==> src/rtl/fir_stream_ctrl.sv <==
// Stream controller that feeds an external pipelined FIR filter and buffers its results in a FIFO.
// Define FIR_STREAM_CTRL_STATS_EN to add the stat_samples / stat_stalls counter outputs.
module fir_stream_ctrl #(
  parameter int NTAPS  = 63,
  parameter int PIPE   = 1,
  parameter int ODEPTH = 4
) (
  input  logic        clk,
  input  logic        rst_n,
  input  logic        start,
  input  logic        flush,
  input  logic        s_valid,
  output logic        s_ready,
  input  logic [15:0] s_data,
  output logic        filt_ena,
  output logic [15:0] filt_x,
  input  logic [31:0] filt_y,
  output logic        m_valid,
  input  logic        m_ready,
  output logic [31:0] m_data,
  output logic        m_settled,
  output logic        busy
`ifdef FIR_STREAM_CTRL_STATS_EN
  ,
  output logic [31:0] stat_samples,
  output logic [31:0] stat_stalls
`endif
);

  localparam int PW     = $clog2(ODEPTH);
  localparam int CW     = PW + 2;
  localparam int CAPMAX = PIPE + NTAPS - 1;
  localparam int KW     = $clog2(CAPMAX + 1);
  localparam int FW     = $clog2(PIPE + 1);

  typedef enum logic [1:0] {IDLE, RUN, FLUSH, DRAIN} state_t;

  state_t          state, state_nxt;
  logic            cap_vld;
  logic [1:0]      inflight;
  logic            credit, hs, flush_issue, push, pop, push_settled;
  logic [PW:0]     fifo_count;
  logic [PW-1:0]   wr_ptr, rd_ptr;
  logic [32:0]     mem [ODEPTH];
  logic [KW-1:0]   cap_cnt;
  logic [FW-1:0]   flush_cnt;

  // A pulse is in flight from the cycle filt_ena is high until its capture cycle.
  assign inflight     = {1'b0, filt_ena} + {1'b0, cap_vld};
  assign credit       = (CW'(fifo_count) + CW'(inflight)) < CW'(ODEPTH);
  assign s_ready      = (state == RUN) && credit;
  assign hs           = s_valid && s_ready;
  assign flush_issue  = (state == FLUSH) && credit;

  // Capture n of a run carries the result of sample n-PIPE; earlier captures are stale.
  assign push         = cap_vld && (cap_cnt >= KW'(PIPE));
  assign push_settled = (cap_cnt >= KW'(CAPMAX));

  assign m_valid   = (fifo_count != '0);
  assign pop       = m_valid && m_ready;
  assign m_data    = m_valid ? mem[rd_ptr][31:0] : 32'd0;
  assign m_settled = m_valid && mem[rd_ptr][32];
  assign busy      = (state != IDLE);

  always_comb begin
    state_nxt = state;
    case (state)
      IDLE:    if (start) state_nxt = RUN;
      RUN:     if (flush) state_nxt = FLUSH;
      FLUSH:   if (flush_issue && (flush_cnt == FW'(PIPE - 1))) state_nxt = DRAIN;
      DRAIN:   if (inflight == 2'd0) state_nxt = IDLE;
      default: state_nxt = IDLE;
    endcase
  end

  always_ff @(posedge clk or negedge rst_n) begin
    if (!rst_n) begin
      state     <= IDLE;
      filt_ena  <= 1'b0;
      filt_x    <= 16'd0;
      cap_vld   <= 1'b0;
      cap_cnt   <= '0;
      flush_cnt <= '0;
    end else begin
      state    <= state_nxt;
      filt_ena <= hs || flush_issue;
      cap_vld  <= filt_ena;
      if (hs)
        filt_x <= s_data;
      else if (flush_issue)
        filt_x <= 16'd0;
      if ((state == IDLE) && start)
        cap_cnt <= '0;
      else if (cap_vld && (cap_cnt != KW'(CAPMAX)))
        cap_cnt <= cap_cnt + 1'b1;
      if (state != FLUSH)
        flush_cnt <= '0;
      else if (flush_issue)
        flush_cnt <= flush_cnt + 1'b1;
    end
  end

  always_ff @(posedge clk or negedge rst_n) begin
    if (!rst_n) begin
      wr_ptr     <= '0;
      rd_ptr     <= '0;
      fifo_count <= '0;
    end else begin
      if (push) wr_ptr <= wr_ptr + 1'b1;
      if (pop)  rd_ptr <= rd_ptr + 1'b1;
      case ({push, pop})
        2'b10:   fifo_count <= fifo_count + 1'b1;
        2'b01:   fifo_count <= fifo_count - 1'b1;
        default: fifo_count <= fifo_count;
      endcase
    end
  end

  // Storage needs no reset: m_data/m_settled are masked while the FIFO is empty.
  always_ff @(posedge clk) begin
    if (push) mem[wr_ptr] <= {push_settled, filt_y};
  end

`ifdef FIR_STREAM_CTRL_STATS_EN
  always_ff @(posedge clk or negedge rst_n) begin
    if (!rst_n) begin
      stat_samples <= 32'd0;
      stat_stalls  <= 32'd0;
    end else begin
      if (hs) stat_samples <= stat_samples + 32'd1;
      if ((state == RUN) && s_valid && !s_ready) stat_stalls <= stat_stalls + 32'd1;
    end
  end
`endif

endmodule

==> config.mk <==
export PLATFORM = sky130hd
export DESIGN_NAME = fir_stream_ctrl
export DESIGN_NICKNAME = d
export VERILOG_FILES = /design/src/rtl/fir_stream_ctrl.sv
export SDC_FILE = /design/constraint.sdc
export NUM_CORES = 1
export LEC_CHECK = 0
export BUFFER_PORTS_ARGS = -buffer_cell sky130_fd_sc_hd__buf_2
export CAP_MARGIN = 5
export CORE_MARGIN = 2
export CORE_UTILIZATION = 45
export CTS_CLUSTER_DIAMETER = 50
export DETAILED_ROUTE_END_ITERATION = 8
export MAX_ROUTING_LAYER = met4
export PLACE_DENSITY = 0.67
export SETUP_SLACK_MARGIN = 0.15
export SLEW_MARGIN = 0
export SYNTH_ARGS = -nofsm -noshare
export SYNTH_HDL_FRONTEND = slang
export SYNTH_SLANG_ARGS = --single-unit
export TNS_END_PERCENT = 50
==> constraint.sdc <==
create_clock -name clk -period 4.1 [get_ports clk]
set_clock_uncertainty 0.05 [all_clocks]
set_input_delay 0.205 -clock clk [delete_from_list [all_inputs] [get_ports clk]]
set_output_delay 0.205 -clock clk [all_outputs]
set_load 0.005 [all_outputs]
==> impl_metrics.env, run 1 <==
export IMPL_outcome="finished, final reports clean"
export IMPL_maxSlewHeadroom_pct=22.3
export IMPL_p_seq_share_pct=43.1
export IMPL_final_nets=583
export IMPL_worstSetupEndpointType="flip-flop"
export IMPL_grt_most_used_layer="met2"
export IMPL_initial_core_util_pct=46.2
export IMPL_crit_slowest_cell="or3_1"
export IMPL_clk_path_buf_depth=2
export IMPL_die_h_um=126
export IMPL_leakagePower_nw=3.28
export IMPL_hold_class="in2reg"
export IMPL_clock_latency_ps=410
export IMPL_fin_crit_sh_pct=69.3
export IMPL_cts_resized=0
export IMPL_grt_pass1_wl_um=19300
export IMPL_drv_slew=0
export IMPL_antennaDiodeCount=0
export IMPL_cts_buffers=17
export IMPL_final_common_cell="edfxtp_1"
export IMPL_syn_avg_cell_area_um2=19.0
export IMPL_vias=3608
export IMPL_coreArea_um2=14600
export IMPL_clkTransAtPathRegs_ps=60
export IMPL_area_growth_pct=25.8
export IMPL_place_congestion=0.698
export IMPL_postSynthNetCount=426
export IMPL_power_density_nw_per_um2=652
export IMPL_wirelength_um=12200
export IMPL_placed_cell_area_um2=7380
export IMPL_rsz0062_at_grt="false"
export IMPL_num_rows=44
export IMPL_comb_power_share_pct=28.0
export IMPL_p_int_mw=3.98
export IMPL_p_switching_mw=1.54
export IMPL_seq_area_um2=4820
export IMPL_fmax_mhz=352
export IMPL_synth_cells=355
export IMPL_fin_crit_ps=2840
export IMPL_finish_utilization_pct=58.0
export IMPL_yosys_warnings=0
export IMPL_drtAntennaViolNets=0
export IMPL_use_met2_pct=26.6
export IMPL_clock_root_buffer="clkbuf_16"
export IMPL_grt_pass1_vias=3822
export IMPL_grt_ovfl_total=0
export IMPL_synth_area_leaders="edfxtp_1, dfrtp_1, mux4_2, and2_1, ha_1"
export IMPL_io_pins=107
export IMPL_synth_top_area_share_pct=58.9
export IMPL_met1_usage_pct=20.0
export IMPL_die_w_um=126
export IMPL_grtUsageMet3_pct=5.53
export IMPL_drive_gt1_share_pct=34.5
export IMPL_clkPwrFrac_pct=28.9
export IMPL_grtUsageTotal_pct=16.5
export IMPL_required_ps=4390
export IMPL_grt_max_degree=36
export IMPL_grt_antenna_before_repair=0
export IMPL_path_delay_family="simple AND/OR/NAND/NOR gates"
export IMPL_htreeDepth=4
export IMPL_worst_path_most_repeated_cell="xor2_1"
export IMPL_fin_area_um2=8470
export IMPL_clock_sinks=166
export IMPL_crit_buf_inv=1
export IMPL_synthFlopType="edfxtp_1"
export IMPL_peakVddDrop_mv=0.343
export IMPL_post_drt_wl_per_cell_um=17.2
export IMPL_io_buffer_count=106
export IMPL_hold_viol_final=0
export IMPL_max_cap_violations=0
export IMPL_arrival_ps=3130
export IMPL_critical_path_class="reg2reg"
export IMPL_via_per_inst=5.09
export IMPL_drt_first_pass_iters=5
export IMPL_drt_initial_drc_count=210
export IMPL_seq_area_frac_synth_pct=71.5
export IMPL_finalSetupViolCount=0
export IMPL_path_max_fanout=35
export IMPL_critPathMaxStageDelay_ps=910
export IMPL_async_reset_ff_share_pct=20.5
export IMPL_start_kind="flip-flop"
export IMPL_cts_tree="yes"
export IMPL_dieArea_um2=16000
export IMPL_multi_input_area_um2=1740
export IMPL_synth_edff_count=132
export IMPL_synth_cell_types=40
export IMPL_fin_tns_setup_ps=0
export IMPL_synth_seq_cells=166
export IMPL_drc_errors=0
export IMPL_r2r_slack_ps=1260
export IMPL_tightest_slew_ps=1170
export IMPL_yosysTopAreaCell="edfxtp_1"
export IMPL_path_cells="or3_1 -> and2_4 -> ha_1 -> inv_1 -> fa_1 -> xor2_1 -> nor2_1 -> xor2_1"
export IMPL_n_fill_cell=1085
export IMPL_synth_area_um2=6730
export IMPL_hpwl_um=7060
export IMPL_p_sw_share_pct=27.8
export IMPL_final_cell_mix="edfxtp_1, buf_2, dlygate4sd3_1"
-- cell usage after synthesis, drive strengths merged, types with 2 or more instances --
cell	instances
xor2	4
a22o	16
a31oi	3
ha	16
clkbuf	7
mux4	33
nand2	4
buf	10
o21ai	3
inv	18
and2	43
a21oi	3
nor2	2
dfrtp	34
and4	2
nand3	3
edfxtp	132
nor3	3
nand2b	2
xnor2	4
-- through the flow --
stage	setup WS (ps)	hold slack [ps]	instances	power [mW]
after global placement	1280	270	628	3.91
after floorplan	1760	-141	355	3.40
after detailed placement	1230	285	628	3.95
after global routing	1050	56.2	709	5.84
after CTS	1200	46.9	709	5.59
final	1260	69.0	709	5.52
-- cell type report --
class	instances	share of cell area, %
Timing Repair Buffer	155	12.1
Tap cell	184	2.72
Clock inverter	12	1.88
Clock buffer	20	5.16
Multi-Input combinational cell	154	20.5
Sequential cell	166	56.9
Inverter	18	0.798
-- routing by layer --
layer / up-vias / wire length, µm
met5: - / 0
met4: 0 / 54
met3: 4 / 825
met2: 122 / 6020
met1: 1791 / 5300
li1: 1691 / -
-- final timing paths --
path                                           start                        end  cells past startpoint
setup / recovery           fifo_count[0]$_DFFE_PN0P_  fifo_count[2]$_DFFE_PN0P_                      8
hold / removal                               m_ready      rd_ptr[0]$_DFFE_PN0P_                      3
setup reg to reg           fifo_count[0]$_DFFE_PN0P_  fifo_count[2]$_DFFE_PN0P_                      8
hold reg to reg                   filt_ena$_DFF_PN0_          cap_vld$_DFF_PN0_                      0
max in group asynchronous                      rst_n      rd_ptr[1]$_DFFE_PN0P_                      2
min in group asynchronous                      rst_n       state[1]$_DFFE_PN0P_                      2
-- flip-flops by register name, indices dropped and copies added, names as in the netlist, 2 cells and up --
register	count
wr_ptr	2
fifo_count	3
mem	132
filt_x	16
rd_ptr	2
cap_cnt	6
state	2
-- worst register-to-register path, stage by stage (launching register included) --
cell	delay [ps]
dfrtp_1	440
or3_1	910
and2_4	300
ha_1	200
inv_1	70
fa_1	370
xor2_1	150
nor2_1	120
xor2_1	160
-- cell families after synthesis --
logic type,after synthesis,share of synthesized area [%]
AOI/OAI and AO/OA,31,4.14
xor gates and xnor gates,8,1.04
adders and majority gates,17,3.27
buffers and inverters,35,2.79
DFF,166,71.5
muxes,34,11.5
and+or+nand+nor,64,5.78
-- power groups by stage --
stage / logic [mW] / registers [mW] / clock network, mW
2_1_floorplan: 1.19 / 2.22 / 0
4_1_cts: 1.57 / 2.39 / 1.64
3_5_place_dp: 1.53 / 2.41 / 0
6_report: 1.55 / 2.38 / 1.60
5_1_grt: 1.71 / 2.43 / 1.71
3_3_place_gp: 1.49 / 2.41 / 0
-- repair_timing --
| item | CTS | global route |
|---|---|---|
| setup buffers | 0 | 0 |
| hold endpoints to repair | 178 | 0 |
| hold buffers | 49 | 0 |
| setup endpoints to repair | 0 | 0 |
No activity file was read; power rests on OpenSTA's default activity.
==> run 2, diff against run 1 <==
Settings changed: PLACE_DENSITY 0.67 to 0.69.
Clock period 4.1 ns to 2.33 ns, I/O delays scaled along.
==> run 2 against run 1 <==
Non-clock buffer count increased by 24. Clock power increased by 59%. Critical path depth increased by 1. Clock-buffer cell count decreased by 3. Cell area increased by 3.1%. Largest cell class unchanged. Highest routed layer unchanged.
==> impl_metrics.env, run 2 (same netlist as run 1, synthesis figures left out) <==
export IMPL_outcome="finished, final reports clean"
export IMPL_clkPwrFrac_pct=25.8
export IMPL_cts_buffers=17
export IMPL_critical_path_class="reg2reg"
export IMPL_tightest_slew_ps=781
export IMPL_grt_antenna_before_repair=0
export IMPL_final_nets=607
export IMPL_area_growth_pct=29.7
export IMPL_grt_pass1_vias=3959
export IMPL_drtAntennaViolNets=0
export IMPL_hold_class="in2reg"
export IMPL_drive_gt1_share_pct=39.6
export IMPL_num_rows=44
export IMPL_arrival_ps=2410
export IMPL_initial_core_util_pct=46.2
export IMPL_leakagePower_nw=3.40
export IMPL_p_int_mw=6.98
export IMPL_grt_ovfl_total=0
export IMPL_hpwl_um=7420
export IMPL_final_cell_mix="edfxtp_1, buf_2, dlygate4sd3_1"
export IMPL_largest_register="mem"
export IMPL_fin_crit_ps=2130
export IMPL_dieArea_um2=16000
export IMPL_p_switching_mw=2.87
export IMPL_coreArea_um2=14600
export IMPL_max_cap_violations=0
export IMPL_start_kind="flip-flop"
export IMPL_grt_max_degree=35
export IMPL_clk_path_buf_depth=2
export IMPL_path_max_fanout=6
export IMPL_cts_tree="yes"
export IMPL_place_congestion=0.699
export IMPL_clock_sinks=166
export IMPL_grtUsageTotal_pct=17.1
export IMPL_largest_reg_flops=132
export IMPL_finalSetupViolCount=0
export IMPL_clock_latency_ps=420
export IMPL_drc_errors=0
export IMPL_grt_pass1_wl_um=20100
export IMPL_drt_first_pass_iters=5
export IMPL_post_drt_wl_per_cell_um=17.5
export IMPL_p_sw_share_pct=29.2
export IMPL_final_common_cell="edfxtp_1"
export IMPL_rsz0062_at_grt="true"
export IMPL_clkTransAtPathRegs_ps=60
export IMPL_fmax_mhz=469
export IMPL_wirelength_um=12800
export IMPL_io_pins=107
export IMPL_htreeDepth=4
export IMPL_comb_power_share_pct=33.9
export IMPL_hold_viol_final=0
export IMPL_timing_hold_ws_ps=88.8
export IMPL_die_h_um=126
export IMPL_drt_initial_drc_count=269
export IMPL_peakVddDrop_mv=0.709
export IMPL_p_seq_share_pct=40.3
export IMPL_io_buffer_count=106
export IMPL_reg_largest_list="mem (132), filt_x (16), cap_cnt (6)"
export IMPL_vias=3723
export IMPL_drv_slew=0
export IMPL_fin_tns_setup_ps=0
export IMPL_maxSlewHeadroom_pct=48.0
export IMPL_required_ps=2610
export IMPL_die_w_um=126
export IMPL_via_per_inst=5.09
export IMPL_clock_root_buffer="clkbuf_16"
export IMPL_power_density_nw_per_um2=1130
export IMPL_worstSetupEndpointType="flip-flop"
export IMPL_p_total_mw=9.85
export IMPL_antennaDiodeCount=0
export IMPL_fin_crit_sh_pct=91.4
==> run 2: cell types whose count changed in the layout (fill, tap and decap cells not counted), sizes merged <==
cell and change:
dlygate4sd3 +1, inv +2, bufinv -3, clkbuf -2, buf +22, clkinvlp +3
==> run 2: power by group through the flow <==
stage	Combinational (mW)	Clock, mW	Sequential (mW)
5_1_grt	3.69	2.72	4.02
6_report	3.34	2.54	3.97
4_1_cts	3.23	2.61	3.95
2_1_floorplan	2.09	0	3.90
3_3_place_gp	3.04	0	3.98
3_5_place_dp	3.10	0	4.00
==> run 2: per-stage QoR <==
step,setup slack (ps),area (µm²),std cells,util [%]
after floorplan,-9.79,6740,355,-
after global placement,220,7520,637,51.6
after detailed placement,172,7520,637,51.6
after CTS,140,8590,721,58.9
after global routing,115,8730,732,59.9
final,200,8730,732,59.9
==> run 2: area by class of cell <==
type,count,area [µm²]
fill,1063,5860
sequential,166,4820
multi-input combinational,154,1780
timing repair buffer,179,1300
clock buffer,17,425
tap,184,230
clock inverter,14,110
inverter,18,67.6
==> run 2: worst max-delay path, stage by stage, from the launching register on <==
cell     delay, ps
dfrtp_2        450
nor4_4         290
a31oi_2        160
inv_1           90
ha_2           170
inv_1           50
fa_2           330
xor2_1         140
nor2_1         150
xor2_1         160
==> run 2: final timing paths <==
| check | slack [ps] | from | endpoint | cells past startpoint |
|---|---|---|---|---|
| worst max-delay path | 200 | cap_cnt[2]$_DFFE_PN0P_ | fifo_count[2]$_DFFE_PN0P_ | 9 |
| worst min-delay path | 90 | start | cap_cnt[1]$_DFFE_PN0P_ | 3 |
| worst max register to register | 200 | cap_cnt[2]$_DFFE_PN0P_ | fifo_count[2]$_DFFE_PN0P_ | 9 |
| worst min register to register | 460 | filt_x[14]$_DFFE_PN0P_ | filt_x[14]$_DFFE_PN0P_ | 1 |
| max in group asynchronous | 1410 | rst_n | rd_ptr[0]$_DFFE_PN0P_ | 2 |
| min in group asynchronous | 260 | rst_n | state[0]$_DFFE_PN0P_ | 2 |
==> run 2: repair_timing <==
action,4_1_cts,5_1_grt
gates cloned,0,1
endpoints found under the hold margin,179,0
endpoints found under the setup margin,2,22
buffers inserted,3,10
pin swaps,1,7
hold buffers,50,0
gates resized for setup,3,9
==> run 2: layer usage <==
| metal | GRT usage, % | wire (µm) | up-vias |
|---|---|---|---|
| met5 | - | 0 | - |
| met4 | 6.01 | 174 | 0 |
| li1 | - | - | 1738 |
| met2 | 28.5 | 6550 | 120 |
| met3 | 4.13 | 613 | 13 |
| met1 | 20.7 | 5500 | 1852 |
